`config.mk`:
```
export PLATFORM = sky130hd
export DESIGN_NAME = wb_stage_flat
export DESIGN_NICKNAME = d
export VERILOG_FILES = /design/src/rtl/wb_stage_pkg.sv /design/src/rtl/wb_stage_if.sv /design/src/rtl/wb_stage_flag_reg.sv /design/src/rtl/wb_stage.sv /design/src/flat_wrapper.sv
export SDC_FILE = /design/constraint.sdc
export NUM_CORES = 1
export LEC_CHECK = 0
export CORE_ASPECT_RATIO = 2
export CORE_MARGIN = 5
export CORE_UTILIZATION = 44
export CTS_CLUSTER_DIAMETER = 60
export DETAILED_ROUTE_END_ITERATION = 16
export PLACE_DENSITY_LB_ADDON = 0.05
export SYNTH_ARGS = -nofsm -noshare
export SYNTH_HDL_FRONTEND = slang
export SYNTH_HIERARCHICAL = 1
export SYNTH_SLANG_ARGS = --single-unit
export TNS_END_PERCENT = 30
```
`constraint.sdc`:
```
create_clock -name CLK -period 3.4 [get_ports CLK]
set_input_delay 0.34 -clock CLK [delete_from_list [all_inputs] [get_ports CLK]]
set_output_delay 0.34 -clock CLK [all_outputs]
set_load 0.05 [all_outputs]
```
`src/rtl/wb_stage_pkg.sv`:
```
// Shared encodings for the write-back stage: select codes, flag positions,
// FSM states and the control fields held across a load's wait cycle.
package wb_stage_pkg;

  localparam int unsigned FLAG_W = 4;

  localparam logic [1:0] WB_ALU  = 2'd0;
  localparam logic [1:0] WB_MEM  = 2'd1;
  localparam logic [1:0] WB_LINK = 2'd2;

  localparam int unsigned FLAG_O = 3;
  localparam int unsigned FLAG_S = 2;
  localparam int unsigned FLAG_C = 1;
  localparam int unsigned FLAG_Z = 0;

  typedef enum logic {
    RUN       = 1'b0,
    LOAD_WAIT = 1'b1
  } wb_state_e;

  typedef struct packed {
    logic              we;
    logic [FLAG_W-1:0] mask;
    logic [FLAG_W-1:0] flags;
  } pend_ctl_t;

  function automatic logic [FLAG_W-1:0] pack_flags(input logic o, input logic s,
                                                   input logic c, input logic z);
    logic [FLAG_W-1:0] f;
    f         = '0;
    f[FLAG_O] = o;
    f[FLAG_S] = s;
    f[FLAG_C] = c;
    f[FLAG_Z] = z;
    return f;
  endfunction

endpackage

```
`src/rtl/wb_stage_if.sv`:
```
// EX-to-WB bundle plus the register-bank, flag and PC-redirect outputs.
interface wb_stage_if #(
  parameter int unsigned DATA_W = 32,
  parameter int unsigned RA_W   = 5
);
  logic              ex_valid;
  logic              ex_ready;
  logic [DATA_W-1:0] alu_result;
  logic              alu_O, alu_S, alu_C, alu_Z;
  logic [DATA_W-1:0] dm_Q;
  logic              tf_out;
  logic [1:0]        uc_S_MXWB;
  logic              uc_WE;
  logic [3:0]        uc_WE_FLAGS;
  logic              uc_IS_LOAD;
  logic              uc_IS_JUMP;
  logic [RA_W-1:0]   rd_addr;
  logic [DATA_W-1:0] pc_plus1;
  logic [DATA_W-1:0] jump_target;
  logic              rb_WE;
  logic [RA_W-1:0]   rb_WA;
  logic [DATA_W-1:0] rb_WD;
  logic              rf_O, rf_S, rf_C, rf_Z;
  logic              pc_load;
  logic [DATA_W-1:0] pc_target;
  logic              flush;

  modport master (
    output ex_valid, alu_result, alu_O, alu_S, alu_C, alu_Z, dm_Q, tf_out,
           uc_S_MXWB, uc_WE, uc_WE_FLAGS, uc_IS_LOAD, uc_IS_JUMP, rd_addr,
           pc_plus1, jump_target,
    input  ex_ready, rb_WE, rb_WA, rb_WD, rf_O, rf_S, rf_C, rf_Z,
           pc_load, pc_target, flush
  );

  modport slave (
    input  ex_valid, alu_result, alu_O, alu_S, alu_C, alu_Z, dm_Q, tf_out,
           uc_S_MXWB, uc_WE, uc_WE_FLAGS, uc_IS_LOAD, uc_IS_JUMP, rd_addr,
           pc_plus1, jump_target,
    output ex_ready, rb_WE, rb_WA, rb_WD, rf_O, rf_S, rf_C, rf_Z,
           pc_load, pc_target, flush
  );
endinterface

```
`src/rtl/wb_stage_flag_reg.sv`:
```
// Architectural {O,S,C,Z} register; each bit loads only when its mask bit is set.
module wb_stage_flag_reg
  import wb_stage_pkg::*;
(
  input  logic              clk,
  input  logic              rst,
  input  logic [FLAG_W-1:0] wr_mask,
  input  logic [FLAG_W-1:0] wr_val,
  output logic [FLAG_W-1:0] flags
);

  logic [FLAG_W-1:0] flags_d, flags_q;

  always_comb begin
    flags_d = (flags_q & ~wr_mask) | (wr_val & wr_mask);
  end

  always_ff @(posedge clk) begin
    if (rst) flags_q <= '0;
    else     flags_q <= flags_d;
  end

  assign flags = flags_q;

endmodule

```
`src/rtl/wb_stage.sv`:
```
// Write-back stage: commits register writes and flags, turns taken jumps into
// a PC load plus one flush cycle, and stalls one cycle for load data.
module wb_stage
  import wb_stage_pkg::*;
#(
  parameter int unsigned DATA_W = 32,
  parameter int unsigned RA_W   = 5
) (
  input logic       CLK,
  input logic       RST,
  wb_stage_if.slave bus
);

  wb_state_e         state_d, state_q;
  logic              ex_ready_d, ex_ready_q;
  logic              rb_we_d, rb_we_q;
  logic [RA_W-1:0]   rb_wa_d, rb_wa_q;
  logic [DATA_W-1:0] rb_wd_d, rb_wd_q;
  logic              pc_load_d, pc_load_q;
  logic              flush_d, flush_q;
  logic [DATA_W-1:0] pc_target_d, pc_target_q;
  pend_ctl_t         pend_d, pend_q;
  logic [RA_W-1:0]   pend_wa_d, pend_wa_q;
  logic              accept_c;
  logic [FLAG_W-1:0] flag_mask_c, flag_val_c, flags;

  always_comb begin
    state_d     = state_q;
    ex_ready_d  = 1'b1;
    rb_we_d     = 1'b0;
    rb_wa_d     = rb_wa_q;
    rb_wd_d     = rb_wd_q;
    pc_load_d   = 1'b0;
    flush_d     = 1'b0;
    pc_target_d = pc_target_q;
    pend_d      = pend_q;
    pend_wa_d   = pend_wa_q;
    flag_mask_c = '0;
    flag_val_c  = '0;
    accept_c    = bus.ex_valid & ex_ready_q;

    unique case (state_q)
      RUN: begin
        if (accept_c) begin
          if (bus.uc_IS_LOAD) begin
            // Load wins over a simultaneous jump; everything but the data waits a cycle.
            state_d    = LOAD_WAIT;
            ex_ready_d = 1'b0;
            pend_d     = '{we:    bus.uc_WE,
                           mask:  bus.uc_WE_FLAGS,
                           flags: pack_flags(bus.alu_O, bus.alu_S, bus.alu_C, bus.alu_Z)};
            pend_wa_d  = bus.rd_addr;
          end else begin
            rb_we_d = bus.uc_WE & (bus.rd_addr != '0);
            rb_wa_d = bus.rd_addr;
            case (bus.uc_S_MXWB)
              WB_MEM:  rb_wd_d = bus.dm_Q;
              WB_LINK: rb_wd_d = bus.pc_plus1;
              default: rb_wd_d = bus.alu_result;
            endcase
            flag_mask_c = bus.uc_WE_FLAGS;
            flag_val_c  = pack_flags(bus.alu_O, bus.alu_S, bus.alu_C, bus.alu_Z);
            if (bus.uc_IS_JUMP & bus.tf_out) begin
              pc_load_d   = 1'b1;
              flush_d     = 1'b1;
              pc_target_d = bus.jump_target;
              ex_ready_d  = 1'b0;
            end
          end
        end
      end
      LOAD_WAIT: begin
        state_d     = RUN;
        rb_we_d     = pend_q.we & (pend_wa_q != '0);
        rb_wa_d     = pend_wa_q;
        rb_wd_d     = bus.dm_Q;
        flag_mask_c = pend_q.mask;
        flag_val_c  = pend_q.flags;
      end
    endcase
  end

  always_ff @(posedge CLK) begin
    if (RST) begin
      state_q     <= RUN;
      ex_ready_q  <= 1'b1;
      rb_we_q     <= 1'b0;
      rb_wa_q     <= '0;
      rb_wd_q     <= '0;
      pc_load_q   <= 1'b0;
      flush_q     <= 1'b0;
      pc_target_q <= '0;
      pend_q      <= '0;
      pend_wa_q   <= '0;
    end else begin
      state_q     <= state_d;
      ex_ready_q  <= ex_ready_d;
      rb_we_q     <= rb_we_d;
      rb_wa_q     <= rb_wa_d;
      rb_wd_q     <= rb_wd_d;
      pc_load_q   <= pc_load_d;
      flush_q     <= flush_d;
      pc_target_q <= pc_target_d;
      pend_q      <= pend_d;
      pend_wa_q   <= pend_wa_d;
    end
  end

  wb_stage_flag_reg u_flags (
    .clk     (CLK),
    .rst     (RST),
    .wr_mask (flag_mask_c),
    .wr_val  (flag_val_c),
    .flags   (flags)
  );

  assign bus.ex_ready  = ex_ready_q;
  assign bus.rb_WE     = rb_we_q;
  assign bus.rb_WA     = rb_wa_q;
  assign bus.rb_WD     = rb_wd_q;
  assign bus.pc_load   = pc_load_q;
  assign bus.flush     = flush_q;
  assign bus.pc_target = pc_target_q;
  assign bus.rf_O      = flags[FLAG_O];
  assign bus.rf_S      = flags[FLAG_S];
  assign bus.rf_C      = flags[FLAG_C];
  assign bus.rf_Z      = flags[FLAG_Z];

endmodule

```
`src/flat_wrapper.sv`:
```
// flat-port wrapper written by rule: the top's interface ports become plain ports
module wb_stage_flat import wb_stage_pkg::*;
#(
  parameter int unsigned DATA_W = 32,
  parameter int unsigned RA_W   = 5
)
  (CLK, RST, bus_ex_valid, bus_alu_result, bus_alu_O, bus_alu_S, bus_alu_C, bus_alu_Z, bus_dm_Q, bus_tf_out, bus_uc_S_MXWB, bus_uc_WE, bus_uc_WE_FLAGS, bus_uc_IS_LOAD, bus_uc_IS_JUMP, bus_rd_addr, bus_pc_plus1, bus_jump_target, bus_ex_ready, bus_rb_WE, bus_rb_WA, bus_rb_WD, bus_rf_O, bus_rf_S, bus_rf_C, bus_rf_Z, bus_pc_load, bus_pc_target, bus_flush);
  wb_stage_if #(.DATA_W(DATA_W), .RA_W(RA_W)) bus_i ();
  input logic CLK;
  input logic RST;
  input wire logic [$bits(bus_i.ex_valid)-1:0] bus_ex_valid;
  input wire logic [$bits(bus_i.alu_result)-1:0] bus_alu_result;
  input wire logic [$bits(bus_i.alu_O)-1:0] bus_alu_O;
  input wire logic [$bits(bus_i.alu_S)-1:0] bus_alu_S;
  input wire logic [$bits(bus_i.alu_C)-1:0] bus_alu_C;
  input wire logic [$bits(bus_i.alu_Z)-1:0] bus_alu_Z;
  input wire logic [$bits(bus_i.dm_Q)-1:0] bus_dm_Q;
  input wire logic [$bits(bus_i.tf_out)-1:0] bus_tf_out;
  input wire logic [$bits(bus_i.uc_S_MXWB)-1:0] bus_uc_S_MXWB;
  input wire logic [$bits(bus_i.uc_WE)-1:0] bus_uc_WE;
  input wire logic [$bits(bus_i.uc_WE_FLAGS)-1:0] bus_uc_WE_FLAGS;
  input wire logic [$bits(bus_i.uc_IS_LOAD)-1:0] bus_uc_IS_LOAD;
  input wire logic [$bits(bus_i.uc_IS_JUMP)-1:0] bus_uc_IS_JUMP;
  input wire logic [$bits(bus_i.rd_addr)-1:0] bus_rd_addr;
  input wire logic [$bits(bus_i.pc_plus1)-1:0] bus_pc_plus1;
  input wire logic [$bits(bus_i.jump_target)-1:0] bus_jump_target;
  output wire logic [$bits(bus_i.ex_ready)-1:0] bus_ex_ready;
  output wire logic [$bits(bus_i.rb_WE)-1:0] bus_rb_WE;
  output wire logic [$bits(bus_i.rb_WA)-1:0] bus_rb_WA;
  output wire logic [$bits(bus_i.rb_WD)-1:0] bus_rb_WD;
  output wire logic [$bits(bus_i.rf_O)-1:0] bus_rf_O;
  output wire logic [$bits(bus_i.rf_S)-1:0] bus_rf_S;
  output wire logic [$bits(bus_i.rf_C)-1:0] bus_rf_C;
  output wire logic [$bits(bus_i.rf_Z)-1:0] bus_rf_Z;
  output wire logic [$bits(bus_i.pc_load)-1:0] bus_pc_load;
  output wire logic [$bits(bus_i.pc_target)-1:0] bus_pc_target;
  output wire logic [$bits(bus_i.flush)-1:0] bus_flush;
  assign bus_i.ex_valid = bus_ex_valid;
  assign bus_i.alu_result = bus_alu_result;
  assign bus_i.alu_O = bus_alu_O;
  assign bus_i.alu_S = bus_alu_S;
  assign bus_i.alu_C = bus_alu_C;
  assign bus_i.alu_Z = bus_alu_Z;
  assign bus_i.dm_Q = bus_dm_Q;
  assign bus_i.tf_out = bus_tf_out;
  assign bus_i.uc_S_MXWB = bus_uc_S_MXWB;
  assign bus_i.uc_WE = bus_uc_WE;
  assign bus_i.uc_WE_FLAGS = bus_uc_WE_FLAGS;
  assign bus_i.uc_IS_LOAD = bus_uc_IS_LOAD;
  assign bus_i.uc_IS_JUMP = bus_uc_IS_JUMP;
  assign bus_i.rd_addr = bus_rd_addr;
  assign bus_i.pc_plus1 = bus_pc_plus1;
  assign bus_i.jump_target = bus_jump_target;
  assign bus_ex_ready = bus_i.ex_ready;
  assign bus_rb_WE = bus_i.rb_WE;
  assign bus_rb_WA = bus_i.rb_WA;
  assign bus_rb_WD = bus_i.rb_WD;
  assign bus_rf_O = bus_i.rf_O;
  assign bus_rf_S = bus_i.rf_S;
  assign bus_rf_C = bus_i.rf_C;
  assign bus_rf_Z = bus_i.rf_Z;
  assign bus_pc_load = bus_i.pc_load;
  assign bus_pc_target = bus_i.pc_target;
  assign bus_flush = bus_i.flush;
  wb_stage #(.DATA_W(DATA_W), .RA_W(RA_W)) u_core (.CLK(CLK), .RST(RST), .bus(bus_i));
endmodule
```
# Yosys cells after proc, flatten, opt, wreduce, memory -nomap -nowiden
# Cells that the tools add are included.
# Widths: inputs -> output; s select.
[totals]
reg_bits = 91
input_bits = 150
out_inout_bits = 77
[op_classes]
n_eq_ne = 4
muxes = 22
bitwise_logic = 11
reduce_logical = 7
[op_table]
columns = ["op", "count"]
rows = [
  ["$pmux 32 s2", 2],
  ["$mux 32", 2],
  ["$mux 4", 4],
  ["$pmux 4 s2", 2],
  ["$mux 5", 2],
  ["$pmux 5 s2", 1],
  ["$reduce_bool 5->1", 2],
  ["$and 4x4->4", 2],
  ["$mux 1", 7],
  ["$and 1x1->1", 4],
  ["$not 4->4", 1],
  ["$or 4x4->4", 1],
  ["$pmux 1 s2", 2],
  ["$reduce_and 4->1", 1],
  ["$reduce_or 4->1", 1],
  ["$not 1->1", 3],
  ["$reduce_and 3->1", 1],
  ["$reduce_or 3->1", 1],
  ["$eq 2x1->1 const B", 1],
  ["$eq 2x2->1 const B", 1],
  ["$ne 2x1->1 const B", 1],
  ["$ne 2x2->1 const B", 1],
  ["$reduce_and 2->1", 1],
]

# Longest topological paths before layout
# Gate-level depths: netlist (run 1).
[depth]
ltp_word = 6
mapped_depth = 7
mapped_depth_nobuf = 5

# By module
# Netlist (run 1), hierarchy kept.
[by_module_without_submodules]
columns = ["mod", "n_inst", "cells_each", "area_each_um2", "seq_area_each_um2"]
rows = [
  ["wb_stage", 1, 509, 4468.0, 1741.7],
  ["wb_stage_flag_reg", 1, 12, 135.1, 80.1],
]

# Worst setup path after synthesis (run 1)
# Ideal clock, no wire load.
[synth_timing]
path_type = "reg-to-reg"
start = "register u_core.ex_ready_q (netlist: u_core/bus.ex_ready)"
end = "register u_core.pc_target_q[0] (netlist: u_core/bus.pc_target[0])"
setup_ns = 0.072
arrival_ns = 1.673
slack_ns = 1.656
path_stages_with_launch = 7
synth_period_minus_slack_ns = 1.744
cell_sequence = "dfxtp_1 and4bb_1 buf_6 and3_4 buf_6 buf_12 mux2i_1"
[synth_between]
elab_chain_cells = 2
[synth_rtl]
columns = ["element", "line_no", "source"]
rows = [
  ["start: declaration", "wb_stage.sv:15", "logic ex_ready_d, ex_ready_q;"],
  ["start signal: assignment", "wb_stage.sv:97", "ex_ready_q <= ex_ready_d;"],
  ["$and 1x1->1", "wb_stage.sv:40", "accept_c = bus.ex_valid & ex_ready_q;"],
  ["$reduce_and 4->1 (no source line)", "--", ""],
  ["end signal: assignment", "wb_stage.sv:103", "pc_target_q <= pc_target_d;"],
  ["end: declaration", "wb_stage.sv:21", "logic [DATA_W-1:0] pc_target_d, pc_target_q;"],
]
# No other way between the ends.
# A chain may end at the register's enable or synchronous reset.

# Final worst setup path (run 1)
[layout_timing]
start = "input bus_uc_S_MXWB[0]"
end = "register u_core.rb_wd_q[20] (netlist: u_core/bus.rb_WD[20])"
[layout_between]
elab_chain_cells = 5
elab_cells_between_ends = 6
cone_classes = "eq/ne: 2; mux: 4"
[layout_rtl]
columns = ["element", "line_no", "source"]
rows = [
  ["start: declaration", "flat_wrapper.sv:19", "input wire logic [$bits(bus_i.uc_S_MXWB)-1:0] bus_uc_S_MXWB;"],
  ["$eq 2x2->1 / $eq 2x1->1 (equally long branches)", "wb_stage.sv:56", "case (bus.uc_S_MXWB)"],
  ["$pmux 32 s2 *", "wb_stage.sv:56", ""],
  ["$mux 32 *", "wb_stage.sv:45", "if (bus.uc_IS_LOAD) begin"],
  ["$mux 32 *", "wb_stage.sv:44", "if (accept_c) begin"],
  ["$pmux 32 s2 *", "wb_stage.sv:42", "unique case (state_q)"],
  ["end signal: assignment", "wb_stage.sv:100", "rb_wd_q <= rb_wd_d;"],
  ["end: declaration", "wb_stage.sv:18", "logic [DATA_W-1:0] rb_wd_d, rb_wd_q;"],
]
# Mark *: on every way between the ends. The rest lies on a longest branch, timed or not. The select of a mux whose other input is x is not followed.

==> results of run 1 <==
-- critical path: stages --
cell and delay [ns]:
sky130_fd_sc_hd__clkdlybuf4s50_1 0.43, sky130_fd_sc_hd__inv_1 0.06, sky130_fd_sc_hd__ha_1 1.01, sky130_fd_sc_hd__a22oi_1 0.23
sky130_fd_sc_hd__o21ai_0 0.25, sky130_fd_sc_hd__o21a_1 0.13
-- worst max-delay path by stage --
| stage | startpoint | to | slack (ns) | cells past startpoint |
|---|---|---|---|---|
| 6_report | bus_uc_S_MXWB[0] | u_core/bus.rb_WD[20] | 1.23 | 6 |
| 3_3_place_gp | bus_uc_S_MXWB[0] | u_core/bus.rb_WD[11] | 0.93 | 6 |
| 2_1_floorplan | u_core/bus.ex_ready | u_core/bus.pc_target[0] | 1.66 | 6 |
| 3_5_place_dp | bus_uc_S_MXWB[1] | u_core/bus.rb_WD[20] | 0.89 | 5 |
| 4_1_cts | bus_uc_S_MXWB[1] | u_core/bus.rb_WD[20] | 1.25 | 5 |
| 5_1_grt | bus_uc_S_MXWB[0] | u_core/bus.rb_WD[0] | 1.07 | 6 |
-- registers in the layout, indices dropped and copies added, names as in the netlist, named ones only --
name,cells
u_core/bus.flush,1
u_core/pend_q,9
u_core/bus.rb_WA,5
u_core/bus.ex_ready,1
u_core/bus.rb_WD,32
u_core/state_q,1
u_core/bus.pc_target,32
u_core/pend_wa_q,5
u_core/bus.rb_WE,1
-- synth_stat cells, drive strengths merged (2+ instances only) --
| cell | number |
|---|---|
| nor2 | 5 |
| inv | 7 |
| o21ai | 32 |
| dfxtp | 91 |
| a21oi | 53 |
| ha | 2 |
| o211ai | 2 |
| mux2i | 68 |
| a22o | 8 |
| nand2 | 61 |
| buf | 18 |
| o21a | 32 |
| or4 | 3 |
| o221a | 5 |
| a22oi | 32 |
| clkbuf | 31 |
| nand2b | 64 |
-- layout make-up --
type                       instances  area (µm²)  share of cell area, %
antenna                            1        2.50                 0.0352
clock buffer                       9         225                   3.17
clock inverter                     7        58.8                  0.827
inverter                           7        26.3                  0.369
multi-input combinational        374        2510                   35.2
sequential                        91        1820                   25.6
tap                              137         171                   2.41
timing repair buffer             230        2300                   32.3
-- per-stage QoR --
stage               hold slack, ns  total power, mW  area (µm²)  instances  util (%)
floorplan                    0.412             1.58        4600        521         -
global placement             0.443             1.89        6830        839      65.6
detailed placement           0.455             1.91        6830        839      65.6
CTS                          0.465             2.88        7110        855      68.3
global route                 0.482             2.97        7110        856      68.3
finish                       0.459             2.85        7110        856      68.3
-- where the power goes --
| group | total (mW) | internal (mW) | switching, mW |
|---|---|---|---|
| registers | 1.15 | 1.12 | 0.0312 |
| clock network | 0.970 | 0.509 | 0.461 |
| logic | 0.730 | 0.345 | 0.384 |
-- kinds of logic after synthesis --
kind of cell / after synthesis
AND/OR/NAND/NOR: 139
AO/OA/AOI/OAI: 165
adder cells (fa/ha/maj): 2
flip-flops: 91
buffers and inverters: 56
multiplexers: 68
-- metal layers --
metal,vias up,track usage [%],routed length (µm)
met5,-,0,0
met1,2117,23.0,5320
met3,31,5.48,1040
li1,2218,-,-
met2,174,39.7,7760
met4,0,12.0,548
==> metrics.txt, run 1 <==
area share of the largest cell type after synthesis=roughly two fifths; launch instance of the worst register-to-register path=u_core/bus.ex_ready; setup slack of the most critical reg-to-reg path=around 1.5 ns; setup repair after global routing missed its margin=false; DRT antenna net count=0; number of distinct library cells after synthesis=28; depth of the worst register-to-register path=3; clock tree from TritonCTS=built; commonest cells after routing, fill and taps aside=sky130_fd_sc_hd__clkdlybuf4s50_1, sky130_fd_sc_hd__dfxtp_1, sky130_fd_sc_hd__mux2i_1, sky130_fd_sc_hd__nand2b_1, sky130_fd_sc_hd__nand2_1; transition time at the pin with the least slew margin=1.32 ns; worst path required time=3.69 ns; root buffer cell=sky130_fd_sc_hd__clkbuf_16; number of post-CTS setup repair buffers=0; total routing usage reported by global routing=22.4%; cts bufs inserted=9; total gr overflow=0; Total Nets Final=just under 900; Resize count post-CTS=0; compound-gate portion of the synthesized area=approximately 23%; category of the critical setup timing path=input pin to register; first-pass GRT wire length=22,100 µm; category of the worst setup path capture point=register; Worst VDD drop=0.000246 V; max-slew violation count=0; Clk Latency, worst-skew pair=0.34 ns; endpoints failing hold=0; initial standard-cell utilization of the core=44.2%; xor and xnor fraction of the mapped netlist area=0%; CTS H-tree depth=3; largest family of logic cells by synthesized area=compound AO/OA/AOI/OAI gates; average cell area after synthesis=8.84 µm²; post-route setup slack=1.23 ns; mapped cell area=4600 µm²; max-cap check violation count=0; die width=82.3 µm; fraction of synthesis flops using an asynchronous set or reset pin=0%; synth-to-layout area growth=54.6%; sequential area share after synthesis=39.6%; via count of the first global-routing pass=4,624; relative max-transition margin=12.0%; P_leak=2.49 nW; final sum of negative setup slack=0 ns; number of DRC markers in iteration 0=245; count of clock tree sinks=91; crit path DAT=2.46 ns; CTS max path bufs=2; kind of start point of the critical path=input pin; first drt pass iteration count=4; result of the run=finished clean; CP max FO=32; simple-gate area share of the yosys netlist=15.9%; synthesized netlist cell count=521; clk_skew=0.00951 ns; cell depth of the worst hold path=2; largest net degree at the start of global routing=124; DP HPWL=about 11,000 µm; power per cell area=between 400 and 500 nW/µm²; layout cells sized above 1=4.04%; total of fill cells in the finished design=slightly above 900; Synth Area in Adders=less than 1%; type of the tightest min-delay check=register to register; drc violations=0; number of rows in the core area=53; launch point of the worst hold path=u_core/pend_q[6]; mean routed wirelength per cell=17.1 µm; total of endpoints with negative setup slack in the final report=0; Post-synth EDFFs=0; count of warnings emitted by yosys=6; timing-limited maximum frequency=461 MHz; dominant register cell in the synthesized netlist=sky130_fd_sc_hd__dfxtp_1; vias=4,540; end of the worst register-to-register path=u_core/bus.pc_target[10]; post-synth top area cell=sky130_fd_sc_hd__dfxtp_1; placeable core region=10,400 µm²; gp weighted congestion=0.806; count of pins on the block boundary=roughly 230; count of hold buffers inserted by post-cts repair=0; vertical extent of the die=155 µm; number of antenna violations at the first check in global routing=1; crit path time final=2.17 ns; most frequent standard cell in the layout excluding fill and tap cells=sky130_fd_sc_hd__clkdlybuf4s50_1; mux contribution to synthesized area=14.8%; final wirelength=14,700 µm; Yosys reg bits=91; leading post-synthesis cells by cell area=sky130_fd_sc_hd__dfxtp_1, sky130_fd_sc_hd__mux2i_1, sky130_fd_sc_hd__nand2b_1; clock slew at the register clock pins of the worst setup and hold paths=0.07 ns; per-cell via count in the routed design=5.30; worst setup slack after placement=0.889 ns; WHS Endpoint=u_core/pend_q[6]; die area=12,700 µm²; nets in the synthesized netlist=673; share of the cycle needed by the critical path after routing=63.9%; Port Buf Inserts=226
No activity file was read; power rests on OpenSTA's default activity.
==> run 2, diff against run 1 <==
- CORE_UTILIZATION: 44 -> 37
- clock period: 3.4 -> 1.8 ns (I/O delays scaled with it)
==> run 2 against run 1 <==
Effect of this change:
- non-clock buffer count rose by 16
- worst hold slack got worse by 0.21 ns
- cell count rose by 3.2%
- via count rose by 0.35%
- sequential power rose by 90%
- first-iteration DRC count fell by 46%
- sequential share of layout area fell by 0.79 points
- combinational power rose by 96%
- critical path depth fell by 5
- largest power group unchanged
==> metrics.txt, run 2 (synthesized netlist as in run 1, its figures left out) <==
Port Buf Inserts=between 200 and 250; first drt pass iteration count=4; end of the worst register-to-register path=u_core/bus.pc_target[3]; layout cells sized above 1=6.81%; cts bufs inserted=9; gp weighted congestion=0.816; CTS max path bufs=2; type of the tightest min-delay check=input pin to register; final sum of negative setup slack=0 ns; post-route setup slack=around 0.083 ns; kind of start point of the critical path=register; endpoints failing hold=0; crit path buf inv count=1; per-cell via count in the routed design=between 5 and 6; CP max FO=2; die width=slightly below 90 µm; relative max-transition margin=roughly 60%; total of fill cells in the finished design=1,089; timing-limited maximum frequency=582 MHz; max-slew violation count=0; Total Nets Final=around 880; clock tree from TritonCTS=built; power per cell area=770 nW/µm²; setup slack of the most critical reg-to-reg path=0.31 ns; total routing usage reported by global routing=19.7%; vertical extent of the die=around 170 µm; clock network fraction of design power=36.2%; most frequent standard cell in the layout excluding fill and tap cells=sky130_fd_sc_hd__clkdlybuf4s50_1; result of the run=finished clean; root buffer cell=sky130_fd_sc_hd__clkbuf_16; number of antenna violations at the first check in global routing=2; clock slew at the register clock pins of the worst setup and hold paths=~0.07 ns; count of clock tree sinks=91; DP HPWL=11,300 µm; chain of cells forming the critical path=clkdlybuf4s50_1; synth-to-layout area growth=59.4%; number of post-CTS setup repair buffers=0; count of pins on the block boundary=~230; mean routed wirelength per cell=17.0 µm; clk_skew=0.00706 ns; category of the critical setup timing path=register to output port; power share of the sequential group=38.6%; number of rows in the core area=57; commonest cells after routing, fill and taps aside=sky130_fd_sc_hd__clkdlybuf4s50_1, sky130_fd_sc_hd__dfxtp_1, sky130_fd_sc_hd__mux2i_1, sky130_fd_sc_hd__nand2b_1, sky130_fd_sc_hd__nand2_1; P_leak=~2.6 nW; cell area after placement=7010 µm²; via count of the first global-routing pass=about 4.8k; setup repair after global routing missed its margin=false; launch point of the worst hold path=RST; first-pass GRT wire length=23,100 µm; worst path required time=1.62 ns; top cell family by delay on the critical path=buffers and inverters; die area=14,900 µm²; DRT antenna net count=0; category of the worst setup path capture point=output port; crit path time final=~1.7 ns; cell depth of the worst hold path=2; max-cap check violation count=0; final wirelength=15,000 µm; worst setup slack after placement=0.0618 ns; Worst VDD drop=0.000543 V; largest net degree at the start of global routing=90; transition time at the pin with the least slew margin=about 0.57 ns; placeable core region=approximately 12,000 µm²; vias=4,556; total of endpoints with negative setup slack in the final report=0; CTS H-tree depth=3; NetSw=1.61 mW; number of DRC markers in iteration 0=132; peak per-stage delay on the critical path=0.83 ns; Resize count post-CTS=0; Clk Latency, worst-skew pair=0.33 ns; drc violations=0; cell with the biggest individual delay on the critical path=sky130_fd_sc_hd__clkdlybuf4s50_1; total gr overflow=0; crit path DAT=1.54 ns; share of total power in combinational logic=25.2%; share of the cycle needed by the critical path after routing=95.4%; cell internal pwr=around 4.0 mW; initial standard-cell utilization of the core=37.7%; post-layout instance area=approximately 7300 µm²; launch instance of the worst register-to-register path=u_core/state_q; depth of the worst register-to-register path=4; switching share of power=28.4%; count of hold buffers inserted by post-cts repair=0
[run 2: cell count changes in the layout (fill, tap and decap cells not counted)]
cell                              change
sky130_fd_sc_hd__buf_12               +5
sky130_fd_sc_hd__clkinvlp_4           -1
sky130_fd_sc_hd__clkinv_2             -1
sky130_fd_sc_hd__inv_8                -1
sky130_fd_sc_hd__diode_2              +1
sky130_fd_sc_hd__clkbuf_1             +1
sky130_fd_sc_hd__buf_4               +18
sky130_fd_sc_hd__bufinv_16            +2
sky130_fd_sc_hd__inv_6                -1
sky130_fd_sc_hd__buf_2                -1
sky130_fd_sc_hd__clkdlybuf4s50_1      -6
sky130_fd_sc_hd__clkinv_4             +1
[run 2: through the flow]
stage	cells	hold WS, ns	utilization, %	power, mW
after floorplan	521	0.252	-	2.98
after global placement	865	0.441	57.5	3.64
after detailed placement	865	0.453	57.5	3.66
after CTS	881	0.245	60.1	5.73
after global routing	883	0.247	60.2	5.92
final	883	0.245	60.2	5.65
[run 2: worst max-delay path by stage]
stage	endpoint	from	slack, ns	cells after the start
final	bus_rb_WA[3]	u_core/bus.rb_WA[3]	0.08	1
after global routing	bus_rb_WA[3]	u_core/bus.rb_WA[3]	0.04	1
after CTS	bus_rb_WA[3]	u_core/bus.rb_WA[3]	0.06	1
after detailed placement	u_core/bus.rb_WD[12]	bus_uc_S_MXWB[0]	0.06	7
after global placement	u_core/bus.rb_WD[8]	bus_uc_S_MXWB[0]	0.10	6
after floorplan	u_core/bus.pc_target[0]	u_core/bus.ex_ready	0.06	6
[run 2: power by group through the flow]
stage | combinational (mW) | sequential (mW) | clock [mW]
after CTS | 1.44 | 2.18 | 2.11
final | 1.43 | 2.18 | 2.04
after global placement | 1.42 | 2.22 | 0
after global routing | 1.52 | 2.19 | 2.20
after detailed placement | 1.43 | 2.23 | 0
after floorplan | 0.464 | 2.52 | 0
[run 2: cell type report]
class                   count  area, µm²  area share [%]
diodes                      2       5.00          0.0682
well taps                 147        184            2.51
clock buffers              10        229            3.12
repair buffers            246       2470            33.7
multi-input cells         374       2510            34.2
flip-flops and latches     91       1820            24.8
inverters                   7       26.3           0.358
clock inverters             6       95.1            1.30
[run 2: metal layers]
| metal | GRT usage (%) | part of all wire, % | vias up |
|---|---|---|---|
| met5 | 0 | 0 | - |
| met4 | 10.8 | 4.3 | 0 |
| met3 | 4.72 | 8.0 | 37 |
| met2 | 35.5 | 53 | 193 |
| met1 | 19.9 | 34 | 2081 |
| li1 | - | - | 2245 |
==> run 3, diff against run 2 <==
- ABC_CLOCK_PERIOD_IN_PS: not set -> 1800
==> results of run 3 <==
No change in the layout: final DEF, timing and power equal those of run 2.
